File: config.mk
export PLATFORM = sky130hd
export DESIGN_NAME = icache_refill_ctrl
export DESIGN_NICKNAME = d
export VERILOG_FILES = /design/src/rtl/icache_pkg.sv /design/src/rtl/icache_line_buf.sv /design/src/rtl/icache_refill_ctrl.sv
export SDC_FILE = /design/constraint.sdc
export NUM_CORES = 1
export LEC_CHECK = 0
export ABC_AREA = 1
export CAP_MARGIN = 5
export CORE_AREA = 8 8 160 162
export DETAILED_ROUTE_END_ITERATION = 16
export DIE_AREA = 0 0 168 170
export DONT_BUFFER_PORTS = 1
export PLACE_DENSITY_LB_ADDON = 0.15
export SETUP_SLACK_MARGIN = 0.4
export SYNTH_ARGS = -nofsm -noshare
export SYNTH_HDL_FRONTEND = slang
export SYNTH_SLANG_ARGS = --single-unit
File: constraint.sdc
create_clock -name clk -period 4.6 [get_ports clk]
set_input_delay 0.69 -clock clk [delete_from_list [all_inputs] [get_ports clk]]
set_output_delay 0.69 -clock clk [all_outputs]
set_load 0.02 [all_outputs]
File: src/rtl/icache_pkg.sv
// icache_pkg: geometry, FSM state type and address/line helpers shared by the
// instruction-cache refill controller and its line buffer.
package icache_pkg;

  localparam int LINE_WORDS = 4;
  localparam int INDEX_W    = 3;
  localparam int TAG_W      = 32 - INDEX_W - 4;
  localparam int LINE_W     = 32 * LINE_WORDS;

  typedef enum logic [2:0] {
    S_IDLE  = 3'd0,
    S_REQ   = 3'd1,
    S_FILL  = 3'd2,
    S_WRITE = 3'd3,
    S_RESP  = 3'd4,
    S_INV   = 3'd5
  } state_e;

  function automatic logic [1:0] addr_offset(input logic [31:0] addr);
    return addr[3:2];
  endfunction

  function automatic logic [INDEX_W-1:0] addr_index(input logic [31:0] addr);
    return addr[4+INDEX_W-1:4];
  endfunction

  function automatic logic [TAG_W-1:0] addr_tag(input logic [31:0] addr);
    return addr[31:4+INDEX_W];
  endfunction

  // Word 0 of a line lives in the most significant 32 bits.
  function automatic logic [31:0] line_word(input logic [LINE_W-1:0] line,
                                            input logic [1:0]        w);
    logic [31:0] word;
    case (w)
      2'd0:    word = line[127:96];
      2'd1:    word = line[95:64];
      2'd2:    word = line[63:32];
      2'd3:    word = line[31:0];
      default: word = 32'h0000_0000;
    endcase
    return word;
  endfunction

endpackage

File: src/rtl/icache_line_buf.sv
// icache_line_buf: collects the four refill beats of a cache line in arrival
// order; clear restarts assembly at word 0.
module icache_line_buf
  import icache_pkg::*;
(
  input  logic              i_clk,
  input  logic              i_rst_n,
  input  logic              i_clr,
  input  logic              i_load,
  input  logic [31:0]       i_data,
  output logic [1:0]        o_beat,
  output logic [LINE_W-1:0] o_line
);

  logic [31:0] r_word [LINE_WORDS];
  logic [1:0]  r_beat;

  // Store each accepted beat at the current word slot and advance the 2-bit counter.
  always_ff @(posedge i_clk or negedge i_rst_n) begin
    if (!i_rst_n) begin
      r_beat <= 2'd0;
      for (int i = 0; i < LINE_WORDS; i++) r_word[i] <= 32'h0000_0000;
    end else if (i_clr) begin
      r_beat <= 2'd0;
      for (int i = 0; i < LINE_WORDS; i++) r_word[i] <= 32'h0000_0000;
    end else if (i_load) begin
      r_word[r_beat] <= i_data;
      r_beat         <= r_beat + 2'd1;
    end
  end

  assign o_beat = r_beat;
  assign o_line = {r_word[0], r_word[1], r_word[2], r_word[3]};

endmodule

File: src/rtl/icache_refill_ctrl.sv
// icache_refill_ctrl: hit/miss sequencer for the fetch-stage instruction cache.
// Hits answer in the lookup cycle; misses fetch a 4-word line over req/gnt +
// rvalid, write it to the array and return the requested word. fence.i
// flushes are serviced from IDLE, deferred with a sticky flag otherwise.
// Optional feature macro: ICACHE_PERF_CNT_EN (hit/miss saturating counters).
module icache_refill_ctrl
  import icache_pkg::*;
(
  input  logic               clk,
  input  logic               rst,
  input  logic               cpu_req,
  input  logic [31:0]        cpu_addr,
  output logic               cpu_ready,
  output logic [31:0]        cpu_data,
  output logic               stall,
  input  logic               flush,
`ifdef ICACHE_PERF_CNT_EN
  output logic [31:0]        hit_cnt,
  output logic [31:0]        miss_cnt,
`endif
  output logic [INDEX_W-1:0] cache_index,
  output logic [TAG_W-1:0]   cache_tag,
  input  logic               cache_hit,
  input  logic [LINE_W-1:0]  cache_rline,
  output logic               cache_we,
  output logic [LINE_W-1:0]  cache_wline,
  output logic               cache_inv_all,
  output logic               mem_req,
  output logic [31:0]        mem_addr,
  input  logic               mem_gnt,
  input  logic               mem_rvalid,
  input  logic [31:0]        mem_rdata
);

  state_e              r_state;
  state_e              w_next;
  logic [31:0]         r_addr;
  logic                r_flush_pend;
  logic                w_latch;
  logic                w_buf_clr;
  logic                w_buf_load;
  logic                w_hit_evt;
  logic [1:0]          w_beat;
  logic [LINE_W-1:0]   w_line;

  icache_line_buf u_line_buf (
    .i_clk   (clk),
    .i_rst_n (rst),
    .i_clr   (w_buf_clr),
    .i_load  (w_buf_load),
    .i_data  (mem_rdata),
    .o_beat  (w_beat),
    .o_line  (w_line)
  );

  // State register; reset abandons any refill in progress.
  always_ff @(posedge clk or negedge rst) begin
    if (!rst) r_state <= S_IDLE;
    else      r_state <= w_next;
  end

  // Miss address is captured when leaving IDLE and drives the array afterwards.
  always_ff @(posedge clk or negedge rst) begin
    if (!rst)         r_addr <= 32'h0000_0000;
    else if (w_latch) r_addr <= cpu_addr;
  end

  // Flush seen while busy is remembered and serviced on the next IDLE cycle.
  always_ff @(posedge clk or negedge rst) begin
    if (!rst)                                  r_flush_pend <= 1'b0;
    else if (r_state == S_IDLE)                r_flush_pend <= 1'b0;
    else if (flush && (r_state != S_INV))      r_flush_pend <= 1'b1;
  end

  // Next-state and output decode; reset masks the combinational hit response.
  always_comb begin
    w_next        = r_state;
    cpu_ready     = 1'b0;
    cpu_data      = 32'h0000_0000;
    mem_req       = 1'b0;
    mem_addr      = 32'h0000_0000;
    cache_we      = 1'b0;
    cache_wline   = {LINE_W{1'b0}};
    cache_inv_all = 1'b0;
    w_latch       = 1'b0;
    w_buf_clr     = 1'b0;
    w_buf_load    = 1'b0;
    w_hit_evt     = 1'b0;
    cache_index   = addr_index(r_addr);
    cache_tag     = addr_tag(r_addr);
    case (r_state)
      S_IDLE: begin
        cache_index = addr_index(cpu_addr);
        cache_tag   = addr_tag(cpu_addr);
        if (flush || r_flush_pend) begin
          w_next = S_INV;
        end else if (cpu_req && cache_hit && rst) begin
          cpu_ready = 1'b1;
          cpu_data  = line_word(cache_rline, addr_offset(cpu_addr));
          w_hit_evt = 1'b1;
          w_next    = S_IDLE;
        end else if (cpu_req) begin
          w_latch   = 1'b1;
          w_buf_clr = 1'b1;
          w_next    = S_REQ;
        end else begin
          w_next = S_IDLE;
        end
      end
      S_REQ: begin
        mem_req  = 1'b1;
        mem_addr = {r_addr[31:4], 4'h0};
        if (mem_gnt) begin
          w_buf_load = mem_rvalid;
          w_next     = S_FILL;
        end else begin
          w_next = S_REQ;
        end
      end
      S_FILL: begin
        w_buf_load = mem_rvalid;
        if (mem_rvalid && (w_beat == 2'd3)) w_next = S_WRITE;
        else                                w_next = S_FILL;
      end
      S_WRITE: begin
        cache_we    = 1'b1;
        cache_wline = w_line;
        w_next      = S_RESP;
      end
      S_RESP: begin
        cpu_ready = 1'b1;
        cpu_data  = line_word(w_line, addr_offset(r_addr));
        w_next    = S_IDLE;
      end
      S_INV: begin
        cache_inv_all = 1'b1;
        w_next        = S_IDLE;
      end
      default: begin
        w_next = S_IDLE;
      end
    endcase
  end

  assign stall = cpu_req & ~cpu_ready;

`ifdef ICACHE_PERF_CNT_EN
  logic [31:0] r_hit_cnt;
  logic [31:0] r_miss_cnt;

  // Saturating hit/miss counters, restarted by every invalidate-all.
  always_ff @(posedge clk or negedge rst) begin
    if (!rst) begin
      r_hit_cnt  <= 32'h0000_0000;
      r_miss_cnt <= 32'h0000_0000;
    end else if (cache_inv_all) begin
      r_hit_cnt  <= 32'h0000_0000;
      r_miss_cnt <= 32'h0000_0000;
    end else begin
      if (w_hit_evt && (r_hit_cnt != 32'hFFFF_FFFF))  r_hit_cnt  <= r_hit_cnt + 32'd1;
      if (w_latch && (r_miss_cnt != 32'hFFFF_FFFF))   r_miss_cnt <= r_miss_cnt + 32'd1;
    end
  end

  assign hit_cnt  = r_hit_cnt;
  assign miss_cnt = r_miss_cnt;
`endif

endmodule
; ---- Word level (Yosys, flattened, before mapping)
; Cells that the tools add are included.
[totals]
in_bits = 199
wordCells = 74
register_bits = 166
[op_classes]
magnitude_cmp = 2
n_mux = 36
bitwise = 3
reduce_logical = 11
eq_ne = 13
add_sub_neg = 1
[ops]
columns = cell, n
row1 = 128-bit two-way mux, 3
row2 = 32-bit one-hot mux with 4 select lines, 2
row3 = 128-bit bitwise mux, 1
row4 = 32-bit two-way mux, 4
row5 = 32-bit demux with 2-bit select, 1
row6 = 32-bit one-hot mux with 2 select lines, 1
row7 = 25-bit two-way mux, 1
row8 = 1-bit two-way mux, 15
row9 = 3-bit one-hot mux with 4 select lines, 1
row10 = "2-bit == test, second input constant", 5
row11 = "3-bit by 2-bit == test with 1-bit output, second input constant", 2
row12 = "3-bit == test, second input constant", 2
row13 = 2-bit two-way mux, 3
row14 = 3-bit two-way mux, 2
row15 = 1-bit logical AND, 5
row16 = "2-bit by 1-bit == test with 1-bit output, second input constant", 2
row17 = 2-bit logical NOT, 2
row18 = 1-bit one-hot mux with 2 select lines, 2
row19 = 2-bit nonzero test, 2
row20 = "3-bit by 1-bit == test with 1-bit output, second input constant", 1
row21 = "3-bit greater-or-equal comparator, second input constant", 1
row22 = 3-bit logical NOT, 1
row23 = "3-bit by 1-bit less-than comparator with 1-bit output, second input constant", 1
row24 = "3-bit inequality test, second input constant", 1
row25 = 5 further kinds, 5

; ---- Longest topological paths before layout
; Gate-level depths: netlist of the first run.
[depth]
ltp_word = 8
ltp_mapped = 9

; ---- Hierarchy
; From an unflattened synthesis of the first run, not the netlist that was laid out.
[hier_totals]
cells_unflattened = 1678
hier_area_um2 = 10606.4
[by_module_without_submodules]
columns = mod, seq_area_each_um2, area_per_inst_um2, cells_per_inst, n_inst
row1 = icache_line_buf, 3253.1, 5422.7, 642, 1
row2 = icache_refill_ctrl, 850.8, 5183.7, 1036, 1

; ---- Least setup slack after synthesis of the first run
; OpenSTA, ideal clock, no wires.
[synth_path]
path_kind = input to output
startpoint = input port flush
endpoint = output port cpu_data[30]
arrival_ns = 1.788
path_buffers = 1
path_slack_ns = 2.122
cell_stages = 6
required_time_ns = 3.910
path_cell_list = inv_1 -> nand2_1 -> nor2_2 -> clkbuf_1 -> o211ai_1 -> o21ai_1
[synth_via]
elab_chain_cells = 3
[synth_rtl]
columns = element, line_no
row1 = from (decl), icache_refill_ctrl.sv:16  ; input logic flush,
row2 = 1-bit logical OR, icache_refill_ctrl.sv:95  ; if (flush || r_flush_pend) begin
row3 = 32-bit two-way mux, icache_refill_ctrl.sv:95
row4 = 32-bit one-hot mux with 2 select lines, icache_refill_ctrl.sv:91  ; case (r_state)
row5 = to (decl), icache_refill_ctrl.sv:14  ; output logic [31:0] cpu_data,
; Every way passes these cells.

; ---- Final worst setup path of the first run
[layout_path]
startpoint = register r_addr[3]
endpoint = output port cpu_data[10]
[layout_via]
elab_chain_cells = 3
elab_cells_between_ends = 6
classes_between = eq/ne (3) / mux (2) / reduce/logical (1)
[layout_rtl]
columns = element, line_no
row1 = from (decl), icache_refill_ctrl.sv:37  ; logic [31:0] r_addr;
row2 = from (signal assigned), icache_refill_ctrl.sv:65  ; else if (w_latch) r_addr <= cpu_addr;
row3 = "2-bit == test, or another cell as far along", icache_pkg.sv:35  ; case (w)
row4 = 32-bit one-hot mux with 4 select lines (*), icache_pkg.sv:35
row5 = 32-bit one-hot mux with 2 select lines (*), icache_refill_ctrl.sv:91
; Mark *: on every way between the ends. The rest lies on a longest branch, timed or not.

==> results of run 1 <==
-- metal layers --
metal	vias to the layer above	share of wire, %
li1	5096	-
met1	5131	40
met2	509	48
met3	75	9.1
met4	0	3.7
met5	-	0
-- synthesized netlist by cell type, drive strengths merged (4+ instances only) --
library cell  instances  area, um2
nand4                42        263
o21ai               141        706
nand2               413       1570
o211ai                9       67.6
nor3                  4       35.0
nor2                190        723
clkbuf               54        203
a21oi                57        285
buf                  79        423
nand3               279       1400
inv                 228        858
ha                    4       50.1
dfrtp               164       4100
-- cell usage in the layout, fill, tap and decap left out --
master / count
o21ai_0: 87
clkbuf_8: 1
ha_1: 4
clkinv_2: 1
inv_1: 221
nand2_8: 1
nor3_1: 1
inv_6: 6
nor2_2: 4
buf_12: 1
nor2_4: 2
o21ai_1: 54
dfrtp_2: 1
nand2_4: 2
nand3_1: 279
nor3b_1: 1
nand2_1: 410
a21oi_1: 57
clkbuf_16: 17
inv_4: 2
nand4_1: 42
inv_2: 5
dfrtp_1: 163
o211ai_1: 9
diode_2: 3
conb_1: 4
nor3_2: 3
nor2_1: 184
clkinv_4: 2
a211oi_1: 1
inv_8: 2
or2_2: 1
buf_4: 25
bufinv_16: 3
-- power groups by stage --
stage	combinational, mW	sequential, mW	clock (mW)
final	3.42	2.48	1.55
after global routing	3.76	2.55	1.62
after CTS	3.42	2.47	1.56
after detailed placement	3.41	2.49	0
after global placement	3.37	2.47	0
after floorplan	2.69	2.42	0
-- how the worst max path moves through the flow --
stage	cells after the start	start	to	slack, ns
final	5	r_addr[3]	cpu_data[10]	0.94
after global routing	5	r_addr[3]	cpu_data[10]	0.82
after CTS	8	r_addr[3]	cpu_data[8]	0.93
after detailed placement	8	r_addr[3]	cpu_data[8]	1.41
after global placement	8	r_addr[3]	cpu_data[8]	1.48
after floorplan	6	flush	cpu_data[30]	2.12
-- registers in the layout, summed over array words and instances (netlist names) --
| name | cells |
|---|---|
| r_addr | 30 |
| r_flush_pend | 1 |
| u_line_buf.o_line | 128 |
| r_state | 3 |
| u_line_buf.o_beat | 2 |
-- layout make-up --
cell class	instances	area [um2]	share of cell area (%)
Multi-Input combinational cell	1146	5160	45.5
Sequential cell	164	4110	36.2
Inverter	228	861	7.60
Clock buffer	18	439	3.88
Tap cell	290	363	3.20
Timing Repair Buffer	26	208	1.83
Clock inverter	14	188	1.66
Antenna cell	3	7.51	0.0663
-- cell families after synthesis --
| logic type | count (synthesis) | synth area share [%] |
|---|---|---|
| compound gates | 208 | 9.96 |
| other cells | 1 | 0.0350 |
| fa+ha+maj | 4 | 0.467 |
| simple gates | 930 | 37.3 |
| flops | 164 | 38.3 |
| buf+inv | 361 | 13.9 |
-- stage by stage --
step	power [mW]	std cells	instance area, um2	worst slack [ns]
2_1_floorplan	5.10	1671	10700	2.12
3_3_place_gp	5.84	1854	10700	1.48
3_5_place_dp	5.90	1854	10700	1.41
4_1_cts	7.45	1886	11300	0.932
5_1_grt	7.93	1889	11300	0.816
6_report	7.45	1889	11300	0.943
==> results by group, run 1 <==
Run status
  • Status: complete, but fails checks
  • Failing checks: negative hold slack

Setup path
  • Slowest stage cell, crit path: o21ai_0
  • Crit path max-delay family: compound AO/OA/AOI/OAI gates
  • Crit start category: flop
  • Reg-to-Reg End: u_line_buf.o_line[20]
  • Max stage delay on crit path: 0.70 ns
  • Crit. End Element: output port
  • Worst r2r path cells: 7
  • WP data required: 3.91 ns
  • FF-to-FF Start: r_state[1]
  • Worst-path cell chain: buf_4, nand2_1, o21ai_0, o21ai_0, o21ai_1
  • Worst path most repeated cell: o21ai_0
  • Reg2Reg Setup Slack: roughly 1.8 ns
  • Crit path buffers/inverters: 1
  • Worst Path Class, Setup: reg -> out
  • Critical path fanouts, max: 18
  • Critical Path AT: 2.97 ns

Clock tree
  • Htree depth: 4
  • Post-CTS sizing: 0
  • Cell chosen for the clock root: clkbuf_16
  • Num CTS Buffers: 17
  • Clock slew at reported path FFs: 0.07 ns
  • Clk sinks: 164
  • CTS tree: yes
  • Worst-skew pair later-pin latency: 0.44 ns
  • Post-CTS setup buffer count: 0
  • Clock Path Buffers: 2

Finish
  • Syn-to-layout area delta: 5.82%
  • # fillers: 2,497
  • Final core occ: 49.1%
  • Share of layout cells above drive strength 1: 4.95%
  • Final nets: 1,786

STA
  • Slew Limit Headroom: between 10% and 20%
  • Clock Skews: approximately 0.015 ns
  • Fin crit share: between 70% and 80%
  • RSZ-0062 raised after global routing: no
  • Setup TNS: 0 ns
  • Slew @ Worst Pin: 1.23 ns
  • Clock period minus final worst setup slack: 3.66 ns
  • Final Setup Violations: 0
  • Max-slew violation count: 0
  • Hold slack: -0.0492 ns
  • Endpoints failing hold: between 150 and 200
  • Max Freq: ~270 MHz

Global route
  • Total global-route track usage: 29.0%
  • Pin count of the biggest net entering global routing: 167
  • Met1 Usage GRT: 35.8%
  • First-pass GRT wire length: approximately 64 mm
  • Vias in the first global route: 10,300
  • Total grt overflow: 0
  • Met3 Track Usage GR: 8.06%
  • Initial antenna violation count: 3
  • GR peak layer: met2
  • Met2 usage: 46.9%

Route
  • DRT Wirelength: roughly 43 mm
  • Via count: 10,800
  • Drt pass-1 iters: 5
  • DR iter-0 viols: roughly 970
  • Via/cell ratio: 5.72
  • DRC: 0
  • Final ANT Viol Nets: 0
  • Wire per inst: about 23 um

Yosys
  • Number of synthesized flops with an enable pin: 0
  • Mapped Cells: 1,668
  • Cell variety after synth: 27
  • Sequential share of the synthesized area: 38.3%
  • Synth warnings: 0
  • Register bit total from synthesis: 164
  • Main flop type after synthesis: dfrtp_1
  • FFs w/ async S/R, synth: 100%
  • Mapped Area: ~11,000 um2
  • Avg Inst Size Synth: ~6.4 um2

Power
  • Lkg Pwr: between 5 and 6 nW
  • Switching share of power: 49.7%
  • Comb pwr share: approximately 46%
  • Cell Pwr Density: 658 nW/um2
  • Max VDD drop: 0.292 mV
  • Sequential Power Share: ~33%
  • Net load switching power: approximately 3.7 mW
  • Internal power: 3.75 mW
  • Clk pwr share: 20.8%

Worst hold path
  • Hold Crit Class: in -> async

Die
  • Die height: 170 um
  • Initial core utilization: a little under half
  • Die W: 168 um
  • Die area: 28,600 um2
  • Core area: 23,100 um2
  • # rows: 56
  • IO Pins: 424

Place
  • Number of buffers added on ports: 0
  • Gpl congestion: 1.00
  • Dpl hpwl: 30.1 mm

Flow run
  • Max-Cap Viols: 0
No activity file was read; power rests on OpenSTA's default activity.
==> run 2: changes to the inputs <==
==> constraint.sdc (replaced) <==
create_clock -name clk -period 3.58 [get_ports clk]
set_input_delay 0.537 -clock clk [delete_from_list [all_inputs] [get_ports clk]]
set_output_delay 0.537 -clock clk [all_outputs]
set_load 0.02 [all_outputs]
==> results by group, run 2 (synthesized netlist as in run 1, its figures left out) <==
Run status
  • Status: complete, but fails checks
  • Failing checks: negative hold slack

Setup path
  • Max stage delay on crit path: 0.56 ns (-0.14 ns)
  • Worst Path Class, Setup: reg -> out
  • Critical path launch point: r_state[1]
  • Critical Path AT: 2.55 ns (-0.42 ns)
  • Number of cells on the critical path: 3 (-2)
  • Reg-to-Reg End: u_line_buf.o_line[59]
  • WP data required: 3.04 ns (-0.87 ns)
  • Slowest stage cell, crit path: inv_1
  • Crit path max-delay family: simple AND/OR/NAND/NOR gates
  • Reg2Reg Setup Slack: 0.99 ns (-0.76 ns)
  • Crit. End Element: output port
  • Worst-path cell chain: nor3_2, inv_1, nor2_1
  • Crit start category: flop
  • Crit path buffers/inverters: 1 (unchanged)
  • Worst r2r path cells: 7 (unchanged)
  • FF-to-FF Start: r_state[2]
  • Crit path capture: mem_addr[13]
  • Critical path fanouts, max: 29 (+11)

Route
  • Final ANT Viol Nets: 0 (unchanged)
  • Via/cell ratio: 5.78 (+0.98%)
  • Drt pass-1 iters: 5 (unchanged)
  • Wire per inst: 22.5 um (-0.51%)
  • Via count: 11,100 (+2.6%)
  • DRT Wirelength: 43.1 mm (+1.1%)
  • DR iter-0 viols: 1,170 (+20%)
  • DRC: 0 (unchanged)

Power
  • Cell Pwr Density: 830 nW/um2 (+26%)
  • Switching share of power: 50.0% (+0.33 points)
  • Clk pwr share: 18.9% (-1.9 points)
  • Lkg Pwr: 5.80 nW (+2.8%)
  • Comb pwr share: 47.8% (+1.9 points)
  • Final Total Pwr: 9.61 mW (+29%)
  • Net load switching power: 4.81 mW (+30%)
  • Max VDD drop: 0.354 mV (+21%)
  • Sequential Power Share: 33.3% (about the same)
  • Internal power: 4.81 mW (+28%)

Clock tree
  • Cell chosen for the clock root: clkbuf_16
  • Clk sinks: 164 (unchanged)
  • Clock Path Buffers: 2 (unchanged)
  • Worst-skew pair later-pin latency: 0.43 ns (about the same)
  • Clock slew at reported path FFs: 0.07 ns (about the same)
  • Htree depth: 4 (unchanged)
  • Num CTS Buffers: 17 (unchanged)
  • CTS tree: yes
  • Post-CTS setup buffer count: 0 (unchanged)

Flow run
  • Max-Cap Viols: 0 (unchanged)

Place
  • Dpl hpwl: 31.0 mm (+2.8%)
  • Number of buffers added on ports: 0 (unchanged)
  • Gpl congestion: 1.00 (about the same)

STA
  • Slew @ Worst Pin: 0.928 ns (-0.304 ns)
  • Endpoints failing hold: 164 (unchanged)
  • Clock period minus final worst setup slack: 3.09 ns
  • Fin crit share: 86.2%
  • Setup TNS: 0 ns (unchanged)
  • Final Setup Violations: 0 (unchanged)
  • Clock Skews: 0.0116 ns (-0.00335 ns)
  • Slew Limit Headroom: 38.0% (+20 points)
  • Hold slack: -0.198 ns (-0.149 ns)
  • Max-slew violation count: 0 (unchanged)
  • Max Freq: 324 MHz
  • RSZ-0062 raised after global routing: yes

Finish
  • Largest register FFs: 128 (unchanged)
  • Most common cell after layout, fill and taps aside: nand2_1
  • Share of layout cells above drive strength 1: 6.88% (+1.9 points)
  • # fillers: 2,466 (-1.2%)
  • Final nets: 1,819 (+1.8%)
  • Final core occ: 50.2% (+1.1 points)
  • Leading cell types in the layout, fill and taps excluded: 410 x nand2_1, 279 x nand3_1, 221 x inv_1, 183 x nor2_1, 163 x dfrtp_1
  • Syn-to-layout area delta: 8.13%

Global route
  • Vias in the first global route: 10,500 (+2.3%)
  • Initial antenna violation count: 2 (-1)
  • Pin count of the biggest net entering global routing: 167 (unchanged)
  • Total grt overflow: 0 (unchanged)
  • Total global-route track usage: 29.2% (+0.15 points)
  • First-pass GRT wire length: 64.7 mm (+0.74%)

Die
  • Die W: 168 um (unchanged)
  • Die area: 28,600 um2 (unchanged)
  • Core area: 23,100 um2 (unchanged)
  • IO Pins: 424 (unchanged)
  • # rows: 56 (unchanged)
  • Die height: 170 um (unchanged)
  • Initial core utilization: 46.4% (unchanged)

Worst hold path
  • Hold Crit Class: in -> async
## run 2: final cells by class
| cell class | instances | area (um2) | share of cell area (%) |
|---|---|---|---|
| Multi-Input combinational cell | 1146 | 5160 | 44.6 |
| Timing Repair Buffer | 59 | 509 | 4.40 |
| Antenna cell | 1 | 2.50 | 0.0216 |
| Tap cell | 290 | 363 | 3.13 |
| Clock inverter | 14 | 144 | 1.24 |
| Clock buffer | 18 | 429 | 3.71 |
| Inverter | 228 | 863 | 7.46 |
| Sequential cell | 164 | 4110 | 35.5 |
## run 2: stage by stage
stage / setup slack (ns) / std cells / area [um2] / hold slack (ns)
detailed placement: 0.860 / 1887 / 11000 / 0.248
global placement: 0.959 / 1887 / 11000 / 0.248
global route: 0.394 / 1920 / 11600 / -0.222
floorplan: 1.39 / 1671 / 10700 / 0.241
CTS: 0.499 / 1919 / 11600 / -0.213
finish: 0.494 / 1920 / 11600 / -0.198
## run 2: what timing repair did
action | 4_1_cts | 5_1_grt
gates cloned | 0 | 0
endpoints found under the setup margin | 3 | 9
resized for setup | 1 | 3
hold endpoints to repair | 164 | 164
## run 2: layer usage
| metal | part of all wire, % | wire, um | track usage, % | vias up |
|---|---|---|---|---|
| met5 | 0.030 | 13 | 0 | - |
| met4 | 3.6 | 1530 | 11.9 | 2 |
| met3 | 8.7 | 3730 | 6.35 | 85 |
| met2 | 48 | 20700 | 47.8 | 536 |
| met1 | 40 | 17100 | 37.0 | 5311 |
| li1 | - | - | - | 5162 |
## run 2: power by group through the flow
stage | Clock [mW] | Combinational [mW] | Sequential (mW)
after floorplan | 0 | 3.45 | 3.11
after global placement | 0 | 4.51 | 3.19
after detailed placement | 0 | 4.56 | 3.22
after CTS | 1.83 | 4.58 | 3.18
after global routing | 1.90 | 5.03 | 3.29
final | 1.82 | 4.59 | 3.20
## run 2: how the worst min path moves through the flow
stage	endpoint	start	slack, ns
floorplan	r_addr[10]	rst	0.24
global placement	r_addr[27]	rst	0.25
detailed placement	r_addr[28]	rst	0.25
CTS	r_addr[28]	rst	-0.21
global route	r_addr[28]	rst	-0.22
finish	r_addr[28]	rst	-0.20
## run 2: worst reg2reg max path: stages (launching register included)
cell and delay, ns:
dfrtp_1 0.44, inv_2 0.16, nand4_1 0.16, nand2_4 0.39, buf_4 0.50, buf_4 0.57
nand3_1 0.18, nand2_1 0.11
